[src/rtl/menu_selector_if.sv]
// Button/menu bus between the board-side button pins, the game FSM and the
// menu selector. Master is the game/board side, slave is the selector.
interface menu_selector_if;
  logic       i_enable;
  logic       i_btn_left;
  logic       i_btn_right;
  logic       i_btn_confirm;
  logic [1:0] o_cursor_position;
  logic       o_menu_active;
  logic       o_select_valid;
  logic [1:0] o_select_item;

  modport master (
    output i_enable, i_btn_left, i_btn_right, i_btn_confirm,
    input  o_cursor_position, o_menu_active, o_select_valid, o_select_item
  );

  modport slave (
    input  i_enable, i_btn_left, i_btn_right, i_btn_confirm,
    output o_cursor_position, o_menu_active, o_select_valid, o_select_item
  );
endinterface

[src/rtl/menu_selector.sv]
// Battle-menu selector: synchronises and debounces LEFT/RIGHT/CONFIRM,
// moves a 2-bit cursor index (FIGHT/ACT/ITEM/MERCY) and reports the
// confirmed choice once per menu entry.
//
// state      | meaning
// -----------+-------------------------------------------------------
// S_DISABLED | menu phase inactive, button events ignored
// S_NAV      | cursor follows left/right events, waiting for confirm
// S_LOCK     | choice confirmed, everything ignored until disable
module menu_selector #(
  parameter int DEBOUNCE_CYCLES = 1_000_000,
  parameter int WRAP            = 1,
  parameter int RESET_ON_ENTER  = 1
) (
  input logic       i_clk,
  input logic       i_rst_n,
  menu_selector_if.slave bus
);

  localparam int            CW     = $clog2(DEBOUNCE_CYCLES + 1);
  // Level flips on the cycle the count would reach DEBOUNCE_CYCLES.
  localparam logic [CW-1:0] CNT_TC = CW'(DEBOUNCE_CYCLES - 1);

  localparam int BTN_L = 0;
  localparam int BTN_R = 1;
  localparam int BTN_C = 2;

  typedef enum logic [1:0] {
    S_DISABLED = 2'd0,
    S_NAV      = 2'd1,
    S_LOCK     = 2'd2
  } state_t;

  logic [2:0]    w_raw;
  logic [2:0]    r_sync1;
  logic [2:0]    r_sync2;
  logic [2:0]    r_deb;
  logic [2:0]    r_deb_d;
  logic [2:0]    r_evt;
  logic [CW-1:0] r_cnt [3];

  state_t     r_state;
  state_t     w_state_nxt;
  logic [1:0] r_index;
  logic [1:0] w_index_nxt;
  logic [1:0] r_sel_item;
  logic [1:0] w_sel_item_nxt;
  logic       r_sel_valid;
  logic       w_sel_valid_nxt;

  assign w_raw = {bus.i_btn_confirm, bus.i_btn_right, bus.i_btn_left};

  // Two-flop synchronizer for the asynchronous button pins.
  always_ff @(posedge i_clk or negedge i_rst_n) begin
    if (!i_rst_n) begin
      r_sync1 <= '0;
      r_sync2 <= '0;
    end else begin
      r_sync1 <= w_raw;
      r_sync2 <= r_sync1;
    end
  end

  // Debounce: accept a new level only after it is stable DEBOUNCE_CYCLES samples.
  always_ff @(posedge i_clk or negedge i_rst_n) begin
    if (!i_rst_n) begin
      r_deb <= '0;
      for (int i = 0; i < 3; i++) r_cnt[i] <= '0;
    end else begin
      for (int i = 0; i < 3; i++) begin
        if (r_sync2[i] == r_deb[i]) begin
          r_cnt[i] <= '0;
        end else if (r_cnt[i] == CNT_TC) begin
          r_cnt[i] <= '0;
          r_deb[i] <= r_sync2[i];
        end else begin
          r_cnt[i] <= r_cnt[i] + 1'b1;
        end
      end
    end
  end

  // Registered one-cycle press event on each debounced rising edge.
  always_ff @(posedge i_clk or negedge i_rst_n) begin
    if (!i_rst_n) begin
      r_deb_d <= '0;
      r_evt   <= '0;
    end else begin
      r_deb_d <= r_deb;
      r_evt   <= r_deb & ~r_deb_d;
    end
  end

  // FSM state and registered outputs.
  always_ff @(posedge i_clk or negedge i_rst_n) begin
    if (!i_rst_n) begin
      r_state     <= S_DISABLED;
      r_index     <= 2'd0;
      r_sel_item  <= 2'd0;
      r_sel_valid <= 1'b0;
    end else begin
      r_state     <= w_state_nxt;
      r_index     <= w_index_nxt;
      r_sel_item  <= w_sel_item_nxt;
      r_sel_valid <= w_sel_valid_nxt;
    end
  end

  // Next-state, cursor movement and confirm capture.
  always_comb begin
    w_state_nxt     = r_state;
    w_index_nxt     = r_index;
    w_sel_item_nxt  = r_sel_item;
    w_sel_valid_nxt = 1'b0;
    unique case (r_state)
      S_DISABLED: begin
        if (bus.i_enable) begin
          w_state_nxt = S_NAV;
          if (RESET_ON_ENTER != 0) w_index_nxt = 2'd0;
        end
      end
      S_NAV: begin
        if (!bus.i_enable) begin
          w_state_nxt = S_DISABLED;
        end else if (r_evt[BTN_C]) begin
          // Confirm wins over a simultaneous move; index stays put.
          w_state_nxt     = S_LOCK;
          w_sel_item_nxt  = r_index;
          w_sel_valid_nxt = 1'b1;
        end else if (r_evt[BTN_L] && r_evt[BTN_R]) begin
          w_index_nxt = r_index;
        end else if (r_evt[BTN_R]) begin
          if (r_index == 2'd3 && WRAP == 0) w_index_nxt = r_index;
          else                              w_index_nxt = r_index + 2'd1;
        end else if (r_evt[BTN_L]) begin
          if (r_index == 2'd0 && WRAP == 0) w_index_nxt = r_index;
          else                              w_index_nxt = r_index - 2'd1;
        end
      end
      S_LOCK: begin
        if (!bus.i_enable) w_state_nxt = S_DISABLED;
      end
      default: begin
        w_state_nxt = S_DISABLED;
      end
    endcase
  end

  assign bus.o_cursor_position = r_index;
  assign bus.o_menu_active     = (r_state == S_NAV);
  assign bus.o_select_valid    = r_sel_valid;
  assign bus.o_select_item     = r_sel_item;

endmodule

[src/flat_wrapper.sv]
// flat-port wrapper written by rule: the top's interface ports become plain ports
module menu_selector_flat 
#(
  parameter int DEBOUNCE_CYCLES = 1_000_000,
  parameter int WRAP            = 1,
  parameter int RESET_ON_ENTER  = 1
)
  (i_clk, i_rst_n, bus_i_enable, bus_i_btn_left, bus_i_btn_right, bus_i_btn_confirm, bus_o_cursor_position, bus_o_menu_active, bus_o_select_valid, bus_o_select_item);
  menu_selector_if bus_i ();
  input logic i_clk;
  input logic i_rst_n;
  input wire logic [$bits(bus_i.i_enable)-1:0] bus_i_enable;
  input wire logic [$bits(bus_i.i_btn_left)-1:0] bus_i_btn_left;
  input wire logic [$bits(bus_i.i_btn_right)-1:0] bus_i_btn_right;
  input wire logic [$bits(bus_i.i_btn_confirm)-1:0] bus_i_btn_confirm;
  output wire logic [$bits(bus_i.o_cursor_position)-1:0] bus_o_cursor_position;
  output wire logic [$bits(bus_i.o_menu_active)-1:0] bus_o_menu_active;
  output wire logic [$bits(bus_i.o_select_valid)-1:0] bus_o_select_valid;
  output wire logic [$bits(bus_i.o_select_item)-1:0] bus_o_select_item;
  assign bus_i.i_enable = bus_i_enable;
  assign bus_i.i_btn_left = bus_i_btn_left;
  assign bus_i.i_btn_right = bus_i_btn_right;
  assign bus_i.i_btn_confirm = bus_i_btn_confirm;
  assign bus_o_cursor_position = bus_i.o_cursor_position;
  assign bus_o_menu_active = bus_i.o_menu_active;
  assign bus_o_select_valid = bus_i.o_select_valid;
  assign bus_o_select_item = bus_i.o_select_item;
  menu_selector #(.DEBOUNCE_CYCLES(DEBOUNCE_CYCLES), .WRAP(WRAP), .RESET_ON_ENTER(RESET_ON_ENTER)) u_core (.i_clk(i_clk), .i_rst_n(i_rst_n), .bus(bus_i));
endmodule
[config.mk]
export PLATFORM = sky130hd
export DESIGN_NAME = menu_selector_flat
export DESIGN_NICKNAME = d
export VERILOG_FILES = /design/src/rtl/menu_selector_if.sv /design/src/rtl/menu_selector.sv /design/src/flat_wrapper.sv
export SDC_FILE = /design/constraint.sdc
export NUM_CORES = 1
export LEC_CHECK = 0
export ABC_AREA = 1
export BUFFER_PORTS_ARGS = -buffer_cell sky130_fd_sc_hd__buf_2
export CAP_MARGIN = 10
export CELL_PAD_IN_SITES_DETAIL_PLACEMENT = 0
export CELL_PAD_IN_SITES_GLOBAL_PLACEMENT = 1
export CORE_ASPECT_RATIO = 0.75
export CORE_MARGIN = 8
export CORE_UTILIZATION = 50
export DETAILED_ROUTE_END_ITERATION = 16
export GPL_ROUTABILITY_DRIVEN = 0
export PLACE_DENSITY_LB_ADDON = 0.3
export SYNTH_ARGS = -nofsm -noshare
export SYNTH_HDL_FRONTEND = slang
export SYNTH_SLANG_ARGS = --single-unit
[constraint.sdc]
create_clock -name i_clk -period 3.8 [get_ports i_clk]
set_input_delay 0.76 -clock i_clk [delete_from_list [all_inputs] [get_ports i_clk]]
set_output_delay 0.76 -clock i_clk [all_outputs]
set_load 0.02 [all_outputs]
==> metrics.md <==
| Metric | Value |
|---|---|
| Layout cell share with drive strength beyond 1 | 0.0861 |
| Total Routing Usage GR | 0.154 |
| DRT Pass-1 Iters | 4 |
| Power share of the clock group | 0.437 |
| Hold Crit Depth | 0 |
| H-tree levels | 3 |
| Total Neg Setup Slack | 0 ns |
| 1st-iter DRT viols | around 180 |
| Placed cells | roughly 620 |
| Sw frac | 0.219 |
| Slowest Stage Delay on Critical Path | between 0.3 and 0.4 ns |
| Die width | around 120 um |
| TritonCTS Sinks | 82 |
| Core ar. | 0.00792 mm^2 |
| Post-CTS sizing | 0 |
| Remaining Overflow, GRT | 0 |
| CP Max Fanout | 3 |
| Synth cell types | 28 |
| Gate power share | 0.048 |
| Leak Pwr | about 2 nW |
| Status | complete, no violations |
| Routed len/inst | about 12 um |
| Vias in the first global route | slightly below 3k |
| Slew @ Worst Pin | around 1 ns |
| Setup CP Type | flop to primary output |
| Worst-path clk slew | approximately 0.08 ns |
| DRC Markers | 0 |
| # rows | 28 |
| Finish-stage setup viols | 0 |
| Sequential share of power | 0.515 |
| CP Capture Type | primary output |
| Slew Limit Fails | 0 |
| Final #Nets | between 500 and 600 |
| Synth warn | 0 |
| Postcts setup bufs | 0 |
| Cell count after synthesis | approximately 500 |
| Crit path DAT | roughly 1.1 ns |
| Hold Path Class | flop to flop |
| Max Fclk | approximately 530 MHz |
| Largest net degree at the start of global routing | 83 |
| Total number of vias | 3137 |
| Max-cap violations | 0 |
| Inserted Diodes | 0 |
| Crit share post-route | 0.495 |
| Sequential share of the synthesized area | 0.501 |
| Syn Area/Cell | slightly above 8 um^2 |
| Worst path slowest cell | dfrtp_1 |
| PwrDens | around 390 mW/mm^2 |
| Initial antenna violation count | 0 |
| Peak supply drop | roughly 0.33 mV |
| Total wire length | around 8000 um |
| Post-DRT Antenna Nets | 0 |
| Port-buffer cells | 11 |
| Placed Area | between 0.004 and 0.005 mm^2 |
| Vias per cell | about 5 |
| Critical path launch point type | flop |
| Worst skew pair latency | approximately 0.36 ns |
| Hpwl dp | around 5800 um |
| Minimum hold slack | 0.353 ns |
| Mapped cell area | approximately 0.004 mm^2 |
| TritonCTS Buffers | 9 |
| Net Switching | between 0.3 and 0.4 mW |
| Die area | roughly 0.011 mm^2 |
| Critical path required time | around 3 ns |
| RSZ-0062 raised after global routing | false |
| Cell internal pwr | approximately 1.4 mW |
| Finished Layout Cells | between 600 and 700 |
| Worst Skew | between 0.009 and 0.01 ns |
| CTS tree | yes |
| Area grow syn2layout | 10.5% |
| Clk root buf | clkbuf_8 |
| Number of synthesized register bits | a little over 80 |
| R2r worst-path depth | 6 |
| Global-route wire length before repair | 13900 um |
| I/O pins | 12 |
| CTS Buffer Depth | 2 |
| Starting Density | 0.517 |
| Hold Violations, Final | 0 |
| Critical-path cell list | inv_1 -> nor2_1 -> buf_2 |
| Worst relative slew slack | 0.335 |
| Post-CTS Hold Buffers | 0 |
| Syn Nets | roughly 520 |
| Design area | ~0.0045 mm^2 |
| Min Tclk post-route | 1.88 ns |
| Die Ht | between 90 and 100 um |
==> layer usage <==
layer / vias up / GRT usage / share of wire
li1: 1629 / - / -
met1: 1445 / 0.219 / 0.52
met2: 54 / 0.222 / 0.42
met3: 9 / 0.0400 / 0.047
met4: 0 / 0.0570 / 0.014
met5: - / 0 / 0
==> power groups by stage <==
stage                     registers (mW)  clock network [mW]  logic (mW)
final                              0.903               0.767      0.0842
after floorplan                    0.926                   0      0.0425
after global placement             0.920                   0      0.0868
after detailed placement           0.921                   0      0.0866
after global routing               0.906               0.816      0.0994
after CTS                          0.903               0.789      0.0870
==> cell families (layout without fill, tap and decap cells) <==
| kind of cell | count (synthesis) | after routing | synth area share |
|---|---|---|---|
| buf+inv | 52 | 78 | 0.0476 |
| fa+ha+maj | 3 | 3 | 0.00916 |
| flops | 82 | 82 | 0.501 |
| compound gates | 19 | 19 | 0.0238 |
| simple gates | 314 | 314 | 0.334 |
| xor+xnor | 38 | 38 | 0.0849 |
==> area by class of cell <==
type                    count  area (um^2)
fillers                   766         3390
flip-flops and latches     82         2050
multi-input cells         374         1850
inverters                  51          191
clock buffers              12          145
well taps                 105          131
clock inverters             4         98.8
repair buffers             11         57.6
==> flip-flops by register name, indices dropped and copies added (netlist names), 2 cells and up <==
signal	cells
u_core.bus.o_select_item	2
u_core.r_sync1	3
u_core.r_deb	3
u_core.r_evt	3
u_core.r_sync2	3
u_core.r_cnt	60
u_core.r_deb_d	3
u_core.bus.o_cursor_position	2
u_core.r_state	2
==> stage by stage <==
| step | worst slack (ns) | power (mW) | utilization |
|---|---|---|---|
| after floorplan | 2.33 | 0.969 | - |
| after global placement | 2.14 | 1.01 | 0.541 |
| after detailed placement | 2.11 | 1.01 | 0.541 |
| after CTS | 1.90 | 1.78 | 0.572 |
| after global routing | 1.83 | 1.82 | 0.572 |
| final | 1.92 | 1.75 | 0.572 |
==> cells in the mapped netlist <==
cell type  count  share of area
nand2_1       97          0.089
ha_1           3         0.0092
nand3b_1       2         0.0037
nor3b_2        1         0.0031
nor2_4         2         0.0055
nor3b_1        1         0.0018
inv_1         49          0.045
nand3_4        1         0.0043
nor3_4         1         0.0040
inv_2          2         0.0018
a21oi_1        8         0.0098
nand2_2        3         0.0046
nand3_1       52          0.064
nor4_1         2         0.0031
and2_1         1         0.0015
dfrtp_1       82           0.50
nand4_1        1         0.0015
nor2_2         6         0.0092
nand3_2        3         0.0073
clkbuf_1       1        0.00092
o21ai_0        9          0.011
o21bai_1       1         0.0018
xor2_2         2         0.0079
nor2_1       133           0.12
xor2_1        25          0.053
xnor2_1       11          0.024
o21ai_1        1         0.0012
nor3_1         8         0.0098
==> cells in the final DEF (no fill, tap or decap), types with 2 or more instances in the layout <==
cell         n
o21ai_0      9
nand2_2      3
nor2_4       2
clkbuf_1     2
nor3_1       8
clkbuf_8    10
nor4_1       2
xnor2_1     11
xor2_2       2
nand3_2      3
nor2_2       6
inv_2        2
nor2_1     133
ha_1         3
buf_2       10
dfrtp_1     82
xor2_1      25
nand3_1     52
nand3b_1     2
bufinv_16    3
inv_1       49
nand2_1     97
a21oi_1      8
==> worst max-delay path, delay by kind of cell, from the launching register on <==
family | cells | cell delay, ns
flops | 1 | 0.38
buf+inv | 2 | 0.26
simple gates | 1 | 0.12
==> worst paths after layout <==
kind	startpoint	end	slack, ns
max reg2reg	u_core.r_cnt[40]	u_core.r_cnt[49]	2.18
max	u_core.r_state[0]	bus_o_menu_active	1.92
min	u_core.r_sync1[0]	u_core.r_sync2[0]	0.35
min reg2reg	u_core.r_sync1[0]	u_core.r_sync2[0]	0.35
max in group asynchronous	i_rst_n	u_core.r_cnt[31]	2.60
min in group asynchronous	i_rst_n	u_core.bus.o_select_item[1]	0.57
(Power assumes the default switching activity.)
